**src/rtl/prod_acc_pkg.sv**
```systemverilog
// Shared types and constants for the product accumulator.
package prod_acc_pkg;

  localparam int unsigned PROD_W = 8;

  typedef enum logic {
    ACC  = 1'b0,
    HOLD = 1'b1
  } state_e;

endpackage

```
**src/rtl/prod_acc_add.sv**
```systemverilog
// Accumulator adder with carry-out overflow detect.
// PROD_ACC_SAT_EN: clamp the sum to all-ones on overflow instead of wrapping.
module prod_acc_add
  import prod_acc_pkg::*;
#(
  parameter int unsigned ACC_W = 10
) (
  input  logic [ACC_W-1:0]  acc_i,
  input  logic [PROD_W-1:0] prod_i,
  output logic [ACC_W-1:0]  sum_o,
  output logic              ovf_o
);

  logic [ACC_W:0] full;

  always_comb begin
    full  = {1'b0, acc_i} + (ACC_W+1)'(prod_i);
    ovf_o = full[ACC_W];
`ifdef PROD_ACC_SAT_EN
    // Once clamped, any further term overflows again, so the value sticks at max.
    sum_o = ovf_o ? '1 : full[ACC_W-1:0];
`else
    sum_o = full[ACC_W-1:0];
`endif
  end

endmodule

```
**src/rtl/prod_acc.sv**
```systemverilog
// Sums N_TERMS unsigned products per group and presents the result with a
// valid/ready handshake; PROD_ACC_SAT_EN selects saturating accumulation.
module prod_acc
  import prod_acc_pkg::*;
#(
  parameter int unsigned N_TERMS = 4,
  parameter int unsigned ACC_W   = 10
) (
  input  logic              clk,
  input  logic              rst_n,
  input  logic              clr,
  input  logic              in_valid,
  output logic              in_ready,
  input  logic [PROD_W-1:0] in_prod,
  output logic              out_valid,
  input  logic              out_ready,
  output logic [ACC_W-1:0]  out_sum,
  output logic              out_ovf
);

  localparam int unsigned     CNT_W = $clog2(N_TERMS + 1);
  localparam logic [CNT_W-1:0] LAST = CNT_W'(N_TERMS - 1);

  state_e           state_q, state_d;
  logic [ACC_W-1:0] acc_q, acc_d;
  logic [CNT_W-1:0] cnt_q, cnt_d;
  logic             ovf_q, ovf_d;
  logic [ACC_W-1:0] add_sum;
  logic             add_ovf;

  prod_acc_add #(
    .ACC_W (ACC_W)
  ) u_add (
    .acc_i  (acc_q),
    .prod_i (in_prod),
    .sum_o  (add_sum),
    .ovf_o  (add_ovf)
  );

  always_comb begin
    state_d = state_q;
    acc_d   = acc_q;
    cnt_d   = cnt_q;
    ovf_d   = ovf_q;
    if (clr) begin
      state_d = ACC;
      acc_d   = '0;
      cnt_d   = '0;
      ovf_d   = 1'b0;
    end else if (state_q == ACC) begin
      if (in_valid) begin
        acc_d = add_sum;
        ovf_d = ovf_q | add_ovf;
        cnt_d = cnt_q + CNT_W'(1);
        if (cnt_q == LAST) state_d = HOLD;
      end
    end else if (out_ready) begin
      state_d = ACC;
      acc_d   = '0;
      cnt_d   = '0;
      ovf_d   = 1'b0;
    end
  end

  always_ff @(posedge clk or negedge rst_n) begin
    if (!rst_n) begin
      state_q <= ACC;
      acc_q   <= '0;
      cnt_q   <= '0;
      ovf_q   <= 1'b0;
    end else begin
      state_q <= state_d;
      acc_q   <= acc_d;
      cnt_q   <= cnt_d;
      ovf_q   <= ovf_d;
    end
  end

  assign in_ready  = (state_q == ACC);
  assign out_valid = (state_q == HOLD);
  assign out_sum   = acc_q;
  assign out_ovf   = ovf_q;

endmodule

```
**config.mk**
```make
export PLATFORM = sky130hd
export DESIGN_NAME = prod_acc
export DESIGN_NICKNAME = d
export VERILOG_FILES = /design/src/rtl/prod_acc_pkg.sv /design/src/rtl/prod_acc_add.sv /design/src/rtl/prod_acc.sv
export SDC_FILE = /design/constraint.sdc
export NUM_CORES = 1
export LEC_CHECK = 0
export CORE_ASPECT_RATIO = 1.2
export CORE_UTILIZATION = 30
export DETAILED_ROUTE_END_ITERATION = 6
export REMOVE_ABC_BUFFERS = 1
export SLEW_MARGIN = 20
export SYNTH_ARGS = -nofsm -noshare
export SYNTH_HDL_FRONTEND = slang
export SYNTH_SLANG_ARGS = --single-unit
```
**constraint.sdc**
```tcl
create_clock -name clk -period 4.3 [get_ports clk]
set_clock_uncertainty 0.1 [all_clocks]
set_input_delay 0.86 -clock clk [delete_from_list [all_inputs] [get_ports clk]]
set_output_delay 0.86 -clock clk [all_outputs]
set_load 0.05 [all_outputs]
```
# Word-level counts from Yosys, hierarchy flattened
# Cells that the tools add are included.
[op_classes] n_bitwise=2 muxes=17 n_reduce_logical=2 eq_ne=2 add_sub_neg=2
[ops] cell="$mux W10" n=4
[ops] cell="$mux W3" n=4
[ops] cell="$add A10 B8 Y11" n=1
[ops] cell="$mux W1" n=9
[ops] cell="$add A3 B1 Y3 const B" n=1
[ops] cell="$eq A3 B2 Y1 const B" n=1
[ops] cell="$ne A3 B3 Y1 const B" n=1
[ops] cell="$reduce_bool A3 Y1" n=1
[ops] cell="$reduce_and A2 Y1" n=1
[ops] cell="$not A1 Y1" n=1
[ops] cell="$or A1 B1 Y1" n=1
[word_totals] elab_cells=29 register_bits=15 input_bits=13

# Longest topological paths before layout
[logic_depth] ltp_word=5 ltp_mapped=8

# Cells and area by module
# From an unflattened synthesis, not the netlist that was laid out.
[unflattened] cells_unflattened=121 hier_area_um2=1086.0
[by_module_without_submodules] mod="prod_acc" cells_each=60 instances=1 area_each_um2=650.6
[by_module_without_submodules] mod="prod_acc_add" cells_each=61 instances=1 area_each_um2=435.4

# Least setup slack after synthesis
# Ideal clock, no wire load.
[synth_path] path_type="input -> register" start="input in_prod[0]" end="register acc_q[8] (netlist: out_sum[8])" setup_ns=0.125 setup_slack_ns=1.936 cell_stages=8 arrival_ns=2.139 t_required_ns=4.075 path_cell_list="ha_1 inv_1 fa_1 nor2b_1 o2111ai_1 a31oi_1 o21ai_1 mux2i_1"
[synth_between] elab_chain_cells=4
[synth_lines] element="start, declared" line_no="prod_acc.sv:14" text="input logic [PROD_W-1:0] in_prod,"
[synth_lines] element="$add A10 B8 Y11" line_no="prod_acc_add.sv:17" text="full = {1'b0, acc_i} + (ACC_W+1)'(prod_i);"
[synth_lines] element="$mux W10" line_no="prod_acc.sv:51" text="if (in_valid) begin"
[synth_lines] element="$mux W10" line_no="prod_acc.sv:50" text="end else if (state_q == ACC) begin"
[synth_lines] element="$mux W10" line_no="prod_acc.sv:45" text="if (clr) begin"
[synth_lines] element="end signal, assigned" line_no="prod_acc.sv:68" text="acc_q <= '0;"
[synth_lines] element="end signal, assigned" line_no="prod_acc.sv:73" text="acc_q <= acc_d;"
[synth_lines] element="end, declared" line_no="prod_acc.sv:25" text="logic [ACC_W-1:0] acc_q, acc_d;"
# No other way between the ends. The select of a mux whose other input is x is not followed.
# A chain may end at the register's enable or synchronous reset.

# Worst setup path after layout
# Same ends and word-level chain as after synthesis.

==> metrics.yaml <==
switching_power_mw: 0.162
antenna_found_initial: 0
rows: 21
crit_path_top_delay_cell: "clkdlybuf4s50_1"
final_max_slew_viol_count: 0
post_cts.repair.setup_buffers: 0
die_h_microns: 63.4
cts_tree: "done"
syn_inst: 97
relSlewSlack_pct: 52.0
totalWireLength_mm: 2.15
io-pin-count: 26
gr-max-usage-layer: "met2"
gp_congestion: 0.766
fin_hold_ws_ns: 0.418
synth-seq-cells: 15
ys_types: 34
layout_commonest_cell: "clkdlybuf4s50_1"
swShare_pct: 38.5
clock_latency_ns: 0.29
num_vias: 807
worstPathRequired_ns: 4.38
fin_crit_sh_pct: 62.5
p_leak_nw: 0.569
htreeDepth: 1
grt_pass1_vias: 848
antenna_left: 0
wl_per_cell_microns: 13.6
use_met3_pct: 2.17
crit_type: "in2reg"
combPwrFrac_pct: 40.6
worst-path-max-fanout: 3
synth_top_cell_by_area: "dfrtp_1"
die-width_microns: 53.2
seq_area_frac_synth_pct: 39.8
end_kind: "flip-flop"
grtUsageTotal_pct: 14.7
clock_sink_count: 15
vdd_drop_max_v: 0.000145
grt_pass1_wl_mm: 3.58
tightestPinTransition_ns: 0.718
most-common-layout-cells: "25 x clkdlybuf4s50_1, 15 x dfrtp_1, 11 x nand2_1"
clk_path_buf_depth: 2
dieArea_sq_mm: 0.00337
antennaDiodeCount: 0
num-fill-cells: 297
route.detailed.drc: 0
fin_nets: 149
synth_edf_count: 0
io_buffers: 25
crit_chain: "clkdlybuf4s50_1 > ha_1 > inv_1 > fa_1 > nor2b_1 > o2111ai_1 > a31oi_1 > o21ai_1 > mux2i_1"
grt_setup_unrepaired: "false"
cts_resized: 0
multi_input_area_sq_um: 537
ctsHoldBuffers: 0
critPathMaxStageDelay_ns: 0.46
clkTransAtPathRegs_ns: 0.10
syn_avg_cell_area_sq_um: 9.73
ys.warnings.count: 0
synthTopCellsByArea: "dfrtp_1 40%, ha_1 13%, o21ai_0 5.3%"
core_sq_mm: 0.00289
period_needed_ns: 2.69
p_int_mw: 0.259
status: "finished clean"
use_met2_pct: 24.5
ys_async_sr_fraction_pct: 100
cts-root-buf: "clkbuf_4"
clockPowerShare_pct: 20.0
viasPerCell: 5.11
grt_remaining_overflow: 0
drv_cap: 0
setup_ws_ns: 1.61
synth_top_area_share_pct: 39.8
synth_flop_cell: "dfrtp_1"
drtIter0Drc: 19
setup_viol: 0
met1_usage_pct: 17.3
dr.pass1.iters: 4
power_mw: 0.421
synthesis.area_sq_um: 943
seqPwrFrac_pct: 39.4
fin_setup_tns_ns: 0
max_freq_ghz: 0.372
layout-drive-gt1-share_pct: 4.84
start_util_pct: 32.6
ff_latch_area_sq_um: 375
finalHoldViolations: 0
hpwl_mm: 1.63
place_ws_ns: 1.32
holdCritPathClass: "reg2reg"
area_growth_pct: 33.0
cts_made_buffers: 3
startpoint_type: "input pin"
grt_max_degree: 16
crit_arrival_ns: 2.77
power_density_mw_per_mm2: 336
power groups by stage:
stage	registers, mW	clock network [mW]	logic, mW
2_1_floorplan	0.208	0	0.0753
3_3_place_gp	0.168	0	0.170
3_5_place_dp	0.169	0	0.172
4_1_cts	0.166	0.0885	0.173
5_1_grt	0.168	0.0954	0.187
6_report	0.166	0.0843	0.171
cell usage after synthesis (all sizes together) (2+ instances only):
master,count
inv,6
dfrtp,15
nor2,2
a22o,2
a21o,2
xnor2,3
nor2b,2
o21ai,12
nand2,11
a21oi,3
xor2,3
o22ai,2
ha,10
nand2b,6
stage by stage:
| stage | util [%] | area, sq um | cells |
|---|---|---|---|
| 3_3_place_gp | 42.5 | 1230 | 154 |
| 5_1_grt | 43.4 | 1250 | 158 |
| 2_1_floorplan | - | 935 | 95 |
| 3_5_place_dp | 42.5 | 1230 | 154 |
| 6_report | 43.4 | 1250 | 158 |
| 4_1_cts | 43.4 | 1250 | 158 |
path summary, 6_finish.rpt:
kind,start,depth (start not counted),endpoint,slack [ns]
min in group asynchronous,rst_n,1,out_sum[8],0.89
setup reg to reg,out_sum[0],8,out_sum[8],2.25
setup / recovery,in_prod[0],9,out_sum[8],1.61
hold reg to reg,cnt_q[0],1,cnt_q[0],0.42
max in group asynchronous,rst_n,1,out_sum[0],2.76
hold / removal,cnt_q[0],1,cnt_q[0],0.42
per-layer routing:
metal / routed length, microns / part of all wire, %
met5: 0 / 0
met4: 53 / 2.5
met3: 74 / 3.4
met2: 1090 / 51
met1: 932 / 43
worst max-delay path: cells and delay by family:
| family | cells | cell delay [ns] |
|---|---|---|
| simple gates | 1 | 0.15 |
| compound gates | 3 | 0.53 |
| buf+inv | 2 | 0.52 |
| mux | 1 | 0.13 |
| fa+ha+maj | 2 | 0.57 |
layout make-up:
| class | instances | share of cell area, % |
|---|---|---|
| clock buffer | 3 | 1.79 |
| inverter | 6 | 1.79 |
| clock inverter | 1 | 0.399 |
| timing repair buffer | 25 | 19.9 |
| multi-input combinational | 74 | 42.8 |
| sequential | 15 | 29.9 |
| tap | 34 | 3.39 |
flip-flops by register name (all words and copies together), names as in the netlist:
name,flops
out_ovf,1
out_sum,10
out_valid,1
cnt_q,3
kinds of logic after synthesis:
family / Yosys count / share of synthesized area (%)
xor+xnor: 6 / 5.57
simple gates: 24 / 12.3
buf+inv: 8 / 3.31
compound gates: 32 / 22.5
fa+ha+maj: 11 / 15.4
flops: 15 / 39.8
mux: 1 / 1.06
No activity file was read; power rests on OpenSTA's default activity.
==> edit 1 (same flow settings) <==
Register the output `out_ovf` once more, cleared by the reset; this adds one clock of latency there. The other outputs are not delayed to match.
--- a/src/rtl/prod_acc.sv
+++ b/src/rtl/prod_acc.sv
@@ -80,5 +80,11 @@
   assign out_valid = (state_q == HOLD);
   assign out_sum   = acc_q;
-  assign out_ovf   = ovf_q;
+  always_ff @(posedge clk or negedge rst_n) begin
+    if (!rst_n) begin
+      out_ovf <= '0;
+    end else begin
+      out_ovf <= ovf_q;
+    end
+  end
 
 endmodule
Behaviour: no difference found for any inputs over 10 cycles, from zero or initial values and one cycle with rst_n low; that may be too few to reach the edited logic, so the function may still have changed.
==> edit 1 against the unedited design <==
Area after synthesis is 4.9% higher; first-iteration DRC count stayed put; wire length is 2.1% lower; setup slack better by 32 ps; highest routed layer unchanged; final area is 5.0% higher; total power is 8.1% higher; sequential cell count is 1 higher.
==> edit 1: results (changes against the unedited design) <==
{| class="wikitable"
! Metric !! Value
|-
| Arrival time of the worst setup path || 1690 ps (was 2770 ps)
|-
| Leakage power summed over all cells || 0.582 nW (was 0.569 nW)
|-
| Post-CTS resize count || 0 (unchanged)
|-
| Sequential cell area fraction in the yosys report || 40.5% (was 39.8%)
|-
| Routability congestion estimate || 0.853 (was 0.766)
|-
| Pin count of the biggest net entering global routing || 17 (was 16)
|-
| Post-synthesis cell type count || 28 (was 34)
|-
| Number of buffers on the longest clock path || 2 (unchanged)
|-
| First-pass DRT Iterations || 4 (unchanged)
|-
| TritonCTS buffer count || 3 (unchanged)
|-
| Worst slack after detailed placement || 1370 ps (was 1320 ps)
|-
| Max VDD drop || 179 uV (was 145 uV)
|-
| Via count of the first global-routing pass || 840 (was 848)
|-
| Post-route met1 wirelength || 976 um (was 932 um)
|-
| Total via count after detailed routing || 858 (was 807)
|-
| Most used standard cells in the synthesized netlist || dfrtp_1, nand2_1, ha_1, o21ai_0, a21oi_1 (was dfrtp_1, nand2_1, ha_1, o21ai_0)
|-
| Number of fill cells in the layout || 323 (was 297)
|-
| Total Routing Usage GR || 13.9% (was 14.7%)
|-
| Worst rel slew slack || 46.4% (was 52.0%)
|-
| Met3 wire length || 101 um (was 74 um)
|-
| Multiplexer fraction of the synthesized cell area || 1.01% (was 1.06%)
|-
| Number of antenna violations at the first check in global routing || 0 (unchanged)
|-
| DR WL met2 || 985 um (was 1090 um)
|-
| Clock latency of the later-clocked register in the worst-skew pair || 290 ps (about the same)
|-
| Synth Area in Compound Gates || 21.7% (was 22.5%)
|-
| Hold WC Path Type || register to register (unchanged)
|-
| Sum of net half-perimeters after detailed placement || 1600 um (was 1630 um)
|-
| Adder-cell share of the synthesized area || 14.7% (was 15.4%)
|-
| Net count, final || 157 (was 149)
|-
| Wire length of the first global-routing pass || 3560 um (was 3580 um)
|-
| Clock-pin transition on the worst setup and hold timing paths || 100 ps (about the same)
|-
| Inserted Diodes || 0 (unchanged)
|-
| Status || completed (unchanged)
|-
| Xor/xnor cell area share of the yosys netlist || 5.31% (was 5.57%)
|-
| Critical-path maximum fanout || 8 (was 3)
|-
| DRC violation total after the first TritonRoute iteration || 19 (unchanged)
|-
| Async set or reset register ratio after synthesis || 100% (unchanged)
|-
| H-tree depth || 1 (unchanged)
|-
| Maxcap violations || 0 (unchanged)
|-
| Highest routing layer actually used || met4 (unchanged)
|-
| Post-Route WL || 2110 um (was 2150 um)
|-
| Instance area after placement || 1280 um2 (was 1230 um2)
|-
| Fraction of final layout cells sized beyond drive strength 1 || 3.79% (was 4.84%)
|-
| Input/output buffers || 25 (unchanged)
|-
| Biggest area contributors in the synthesized netlist || dfrtp_1, ha_1, nand2_1 (was dfrtp_1, ha_1, o21ai_0)
|}
==> edit 1: cell types whose count changed after synthesis, sizes merged, moves of 2 or more <==
| cell | before | now |
|---|---|---|
| o22ai | 2 | 0 |
| o21ai | 12 | 10 |
| o21a | 0 | 2 |
| nand2 | 11 | 14 |
| xnor2 | 3 | 1 |
| xor2 | 3 | 5 |
| a21oi | 3 | 8 |
| nor2 | 2 | 7 |
==> edit 1: kinds of logic after synthesis <==
kind of cell,after synthesis
adders and majority gates,11
xor gates and xnor gates,6
and+or+nand+nor,31
AOI/OAI and AO/OA,33
muxes,1
buffers and inverters,6
DFF,16
==> edit 1: area by class of cell <==
type | instances | area share (%)
Multi-Input combinational cell | 82 | 43.0
Sequential cell | 16 | 30.4
Timing Repair Buffer | 25 | 19.0
Tap cell | 36 | 3.42
Clock buffer | 4 | 2.75
Inverter | 5 | 1.42
==> edit 1: metrics by stage <==
| step | power, mW | cells | hold slack, ps | util [%] |
|---|---|---|---|---|
| floorplan | 0.298 | 103 | 254 | - |
| global placement | 0.355 | 164 | 265 | 41.2 |
| detailed placement | 0.357 | 164 | 275 | 41.2 |
| CTS | 0.461 | 168 | 297 | 42.4 |
| global route | 0.486 | 168 | 307 | 42.4 |
| finish | 0.455 | 168 | 293 | 42.4 |
==> edit 1: path summary, 6_finish.rpt <==
check                           start          to  slack [ps]  cells after the start
max                         out_valid    in_ready        1650                      2
min                             ovf_q     out_ovf         290                      0
max reg2reg                out_sum[0]  out_sum[8]        2300                      8
min reg2reg                     ovf_q     out_ovf         290                      0
max in group asynchronous       rst_n  out_sum[8]        2710                      1
min in group asynchronous       rst_n  out_sum[3]         910                      1
==> edit 1: power breakdown <==
part / switching [mW] / internal, mW
clock: 0.0502 / 0.0516
sequential: 0.0124 / 0.164
combinational: 0.105 / 0.0718
total: 0.168 / 0.288
==> edit 1: worst max-delay path: stages (launching register included) <==
cell             delay (ps)
dfrtp_1                 470
inv_1                   120
clkdlybuf4s50_1         810
==> edit 1: layer usage <==
metal,GRT usage (%),vias up
met1,17.3,409
met4,6.73,0
met5,0,-
met3,2.58,5
met2,22.3,18
li1,-,426
==> edit 2 (same flow settings) <==
Without the edit above. `ACC_W` is set to 10 in 2 places; all go to 5.
--- a/src/rtl/prod_acc_add.sv
+++ b/src/rtl/prod_acc_add.sv
@@ -4,5 +4,5 @@
   import prod_acc_pkg::*;
 #(
-  parameter int unsigned ACC_W = 10
+  parameter int unsigned ACC_W = 5
 ) (
   input  logic [ACC_W-1:0]  acc_i,
--- a/src/rtl/prod_acc.sv
+++ b/src/rtl/prod_acc.sv
@@ -5,5 +5,5 @@
 #(
   parameter int unsigned N_TERMS = 4,
-  parameter int unsigned ACC_W   = 10
+  parameter int unsigned ACC_W   = 5
 ) (
   input  logic              clk,
Interface: changed (resized out_sum); port bits go from 26 to 21. The function was not compared with the original's and may differ.
==> edit 2 against the unedited design <==
Wire length shrank 46%; area after synthesis shrank 37%; setup slack better by 170 ps; highest routed layer unchanged; final area decreased by 34%; global-route usage shrank 2.4 points; hold slack lost 36 ps; sequential share of layout area is 0.21 points higher; sequential cell count decreased by 5; total power shrank 33%.
==> edit 2: results (changes against the unedited design) <==
{| class="wikitable"
! Metric !! Value
|-
| Status || completed (unchanged)
|-
| Via count of the first global-routing pass || 433 (was 848)
|-
| Routability congestion estimate || 0.744 (was 0.766)
|-
| DRC violation total after the first TritonRoute iteration || 9 (was 19)
|-
| Setup bufs post-CTS || 0 (unchanged)
|-
| Number of antenna violations at the first check in global routing || 0 (unchanged)
|-
| Routed WL per cell || 11.6 um (was 13.6 um)
|-
| Minimum setup slack among reg-to-reg paths || 2460 ps (was 2250 ps)
|-
| Inserted Diodes || 0 (unchanged)
|-
| Post-synth top flop || dfrtp_1 (unchanged)
|-
| Multiplexer fraction of the synthesized cell area || 0% (was 1.06%)
|-
| Clock latency of the later-clocked register in the worst-skew pair || 270 ps (was 290 ps)
|-
| Clock root buffer || clkbuf_4 (unchanged)
|-
| Pin count of the biggest net entering global routing || 11 (was 16)
|-
| Hold WC Path Type || register to register (unchanged)
|-
| Input/output buffers || 18 (was 25)
|-
| Number of flip-flops in the largest register || 5 (was 10)
|-
| Final Hold Violating Endpoints || 0 (unchanged)
|-
| Post-synthesis cell type count || 21 (was 34)
|-
| Synth Area in Compound Gates || 19.6% (was 22.5%)
|-
| Clock-pin transition on the worst setup and hold timing paths || 70 ps (was 100 ps)
|-
| Async set or reset register ratio after synthesis || 100% (unchanged)
|-
| Worst R2R Start || out_sum[0] (unchanged)
|-
| Arrival time of the worst setup path || 1550 ps (was 2770 ps)
|-
| Hold Path End || cnt_q[2] (was cnt_q[0])
|-
| Hold Path Cell Cnt || 2 (was 1)
|-
| Post-CTS resize count || 0 (unchanged)
|-
| Total Routing Usage GR || 12.3% (was 14.7%)
|-
| Biggest area contributors in the synthesized netlist || dfrtp_1, ha_1, o21ai_0 (unchanged)
|-
| Maxcap violations || 0 (unchanged)
|-
| Synth warnings || 0 (unchanged)
|-
| Adder-cell share of the synthesized area || 18.1% (was 15.4%)
|-
| Critical-path maximum fanout || 4 (was 3)
|-
| Net count, final || 103 (was 149)
|-
| Startpoint of the worst hold path || cnt_q[2] (was cnt_q[0])
|-
| Fraction of final layout cells sized beyond drive strength 1 || 4.94% (was 4.84%)
|-
| P_int || 0.191 mW (was 0.259 mW)
|-
| Wire length of the first global-routing pass || 1870 um (was 3580 um)
|-
| R2R cell count || 7 (was 8)
|-
| Max VDD drop || 199 uV (was 145 uV)
|-
| Via count normalized by instance count || 4.98 (was 5.11)
|-
| Worst rel slew slack || 61.9% (was 52.0%)
|-
| Most used standard cells in the synthesized netlist || dfrtp_1, ha_1, inv_1, nand2_1, o21ai_0 (was dfrtp_1, nand2_1, ha_1, o21ai_0)
|-
| Xor/xnor cell area share of the yosys netlist || 2.95% (was 5.57%)
|-
| Worst r2r dst || out_sum[4] (was out_sum[8])
|-
| Leakage power summed over all cells || 0.384 nW (was 0.569 nW)
|-
| Sequential cell area fraction in the yosys report || 42.1% (was 39.8%)
|-
| Sum of net half-perimeters after detailed placement || 919 um (was 1630 um)
|}
## edit 2: cell types whose count changed after synthesis, sizes merged, moves of 2 or more
cell / delta
dfrtp: -5
ha: -3
nand2: -5
nand2b: -5
nor2b: +2
o21ai: -6
o22ai: -2
xnor2: -3
## edit 2: per-layer routing
| layer | share of wire (%) | global-route usage, % |
|---|---|---|
| met5 | 0 | 0 |
| met2 | 46 | 18.4 |
| met1 | 47 | 14.1 |
| met4 | 0.86 | 6.25 |
| met3 | 6.8 | 6.47 |
## edit 2: metrics by stage
| stage | area, um2 | setup slack, ps | power [mW] | instances | hold WS, ps |
|---|---|---|---|---|---|
| 3_3_place_gp | 795 | 1560 | 0.198 | 96 | 365 |
| 3_5_place_dp | 795 | 1560 | 0.199 | 96 | 374 |
| 2_1_floorplan | 591 | 2050 | 0.166 | 59 | 350 |
| 5_1_grt | 831 | 1720 | 0.301 | 100 | 421 |
| 4_1_cts | 831 | 1770 | 0.289 | 100 | 392 |
| 6_report | 831 | 1790 | 0.283 | 100 | 382 |
## edit 2: power groups by stage
stage	clock network (mW)	logic [mW]	registers, mW
after detailed placement	0	0.0886	0.110
after CTS	0.0920	0.0887	0.109
after global placement	0	0.0880	0.110
after global routing	0.0957	0.0955	0.110
final	0.0868	0.0876	0.109
after floorplan	0	0.0336	0.133
## edit 2: logic make-up (layout without fill, tap and decap cells)
group | count (synthesis) | in the layout
AOI/OAI and AO/OA | 18 | 18
and+or+nand+nor | 15 | 15
DFF | 10 | 10
adders and majority gates | 8 | 8
buffers and inverters | 7 | 28
xor gates and xnor gates | 2 | 2
## edit 2: worst max-delay path by stage
stage	from	to	slack [ps]	depth (start not counted)
after floorplan	in_prod[0]	out_sum[4]	2050	7
after global placement	in_prod[0]	out_sum[4]	1560	8
after detailed placement	in_prod[0]	out_sum[4]	1560	8
after CTS	out_valid	in_ready	1770	2
after global routing	out_valid	in_ready	1720	2
final	out_valid	in_ready	1790	2
## edit 2: layout make-up
type | instances | area, um2
well taps | 19 | 23.8
clock buffers | 4 | 36.3
fillers | 175 | 1020
multi-input cells | 43 | 318
flip-flops and latches | 10 | 250
inverters | 6 | 22.5
repair buffers | 18 | 180
## edit 2: critical path, stage by stage (launching register included)
cell and delay, ps:
dfrtp_1 410, inv_1 80, clkdlybuf4s50_1 800
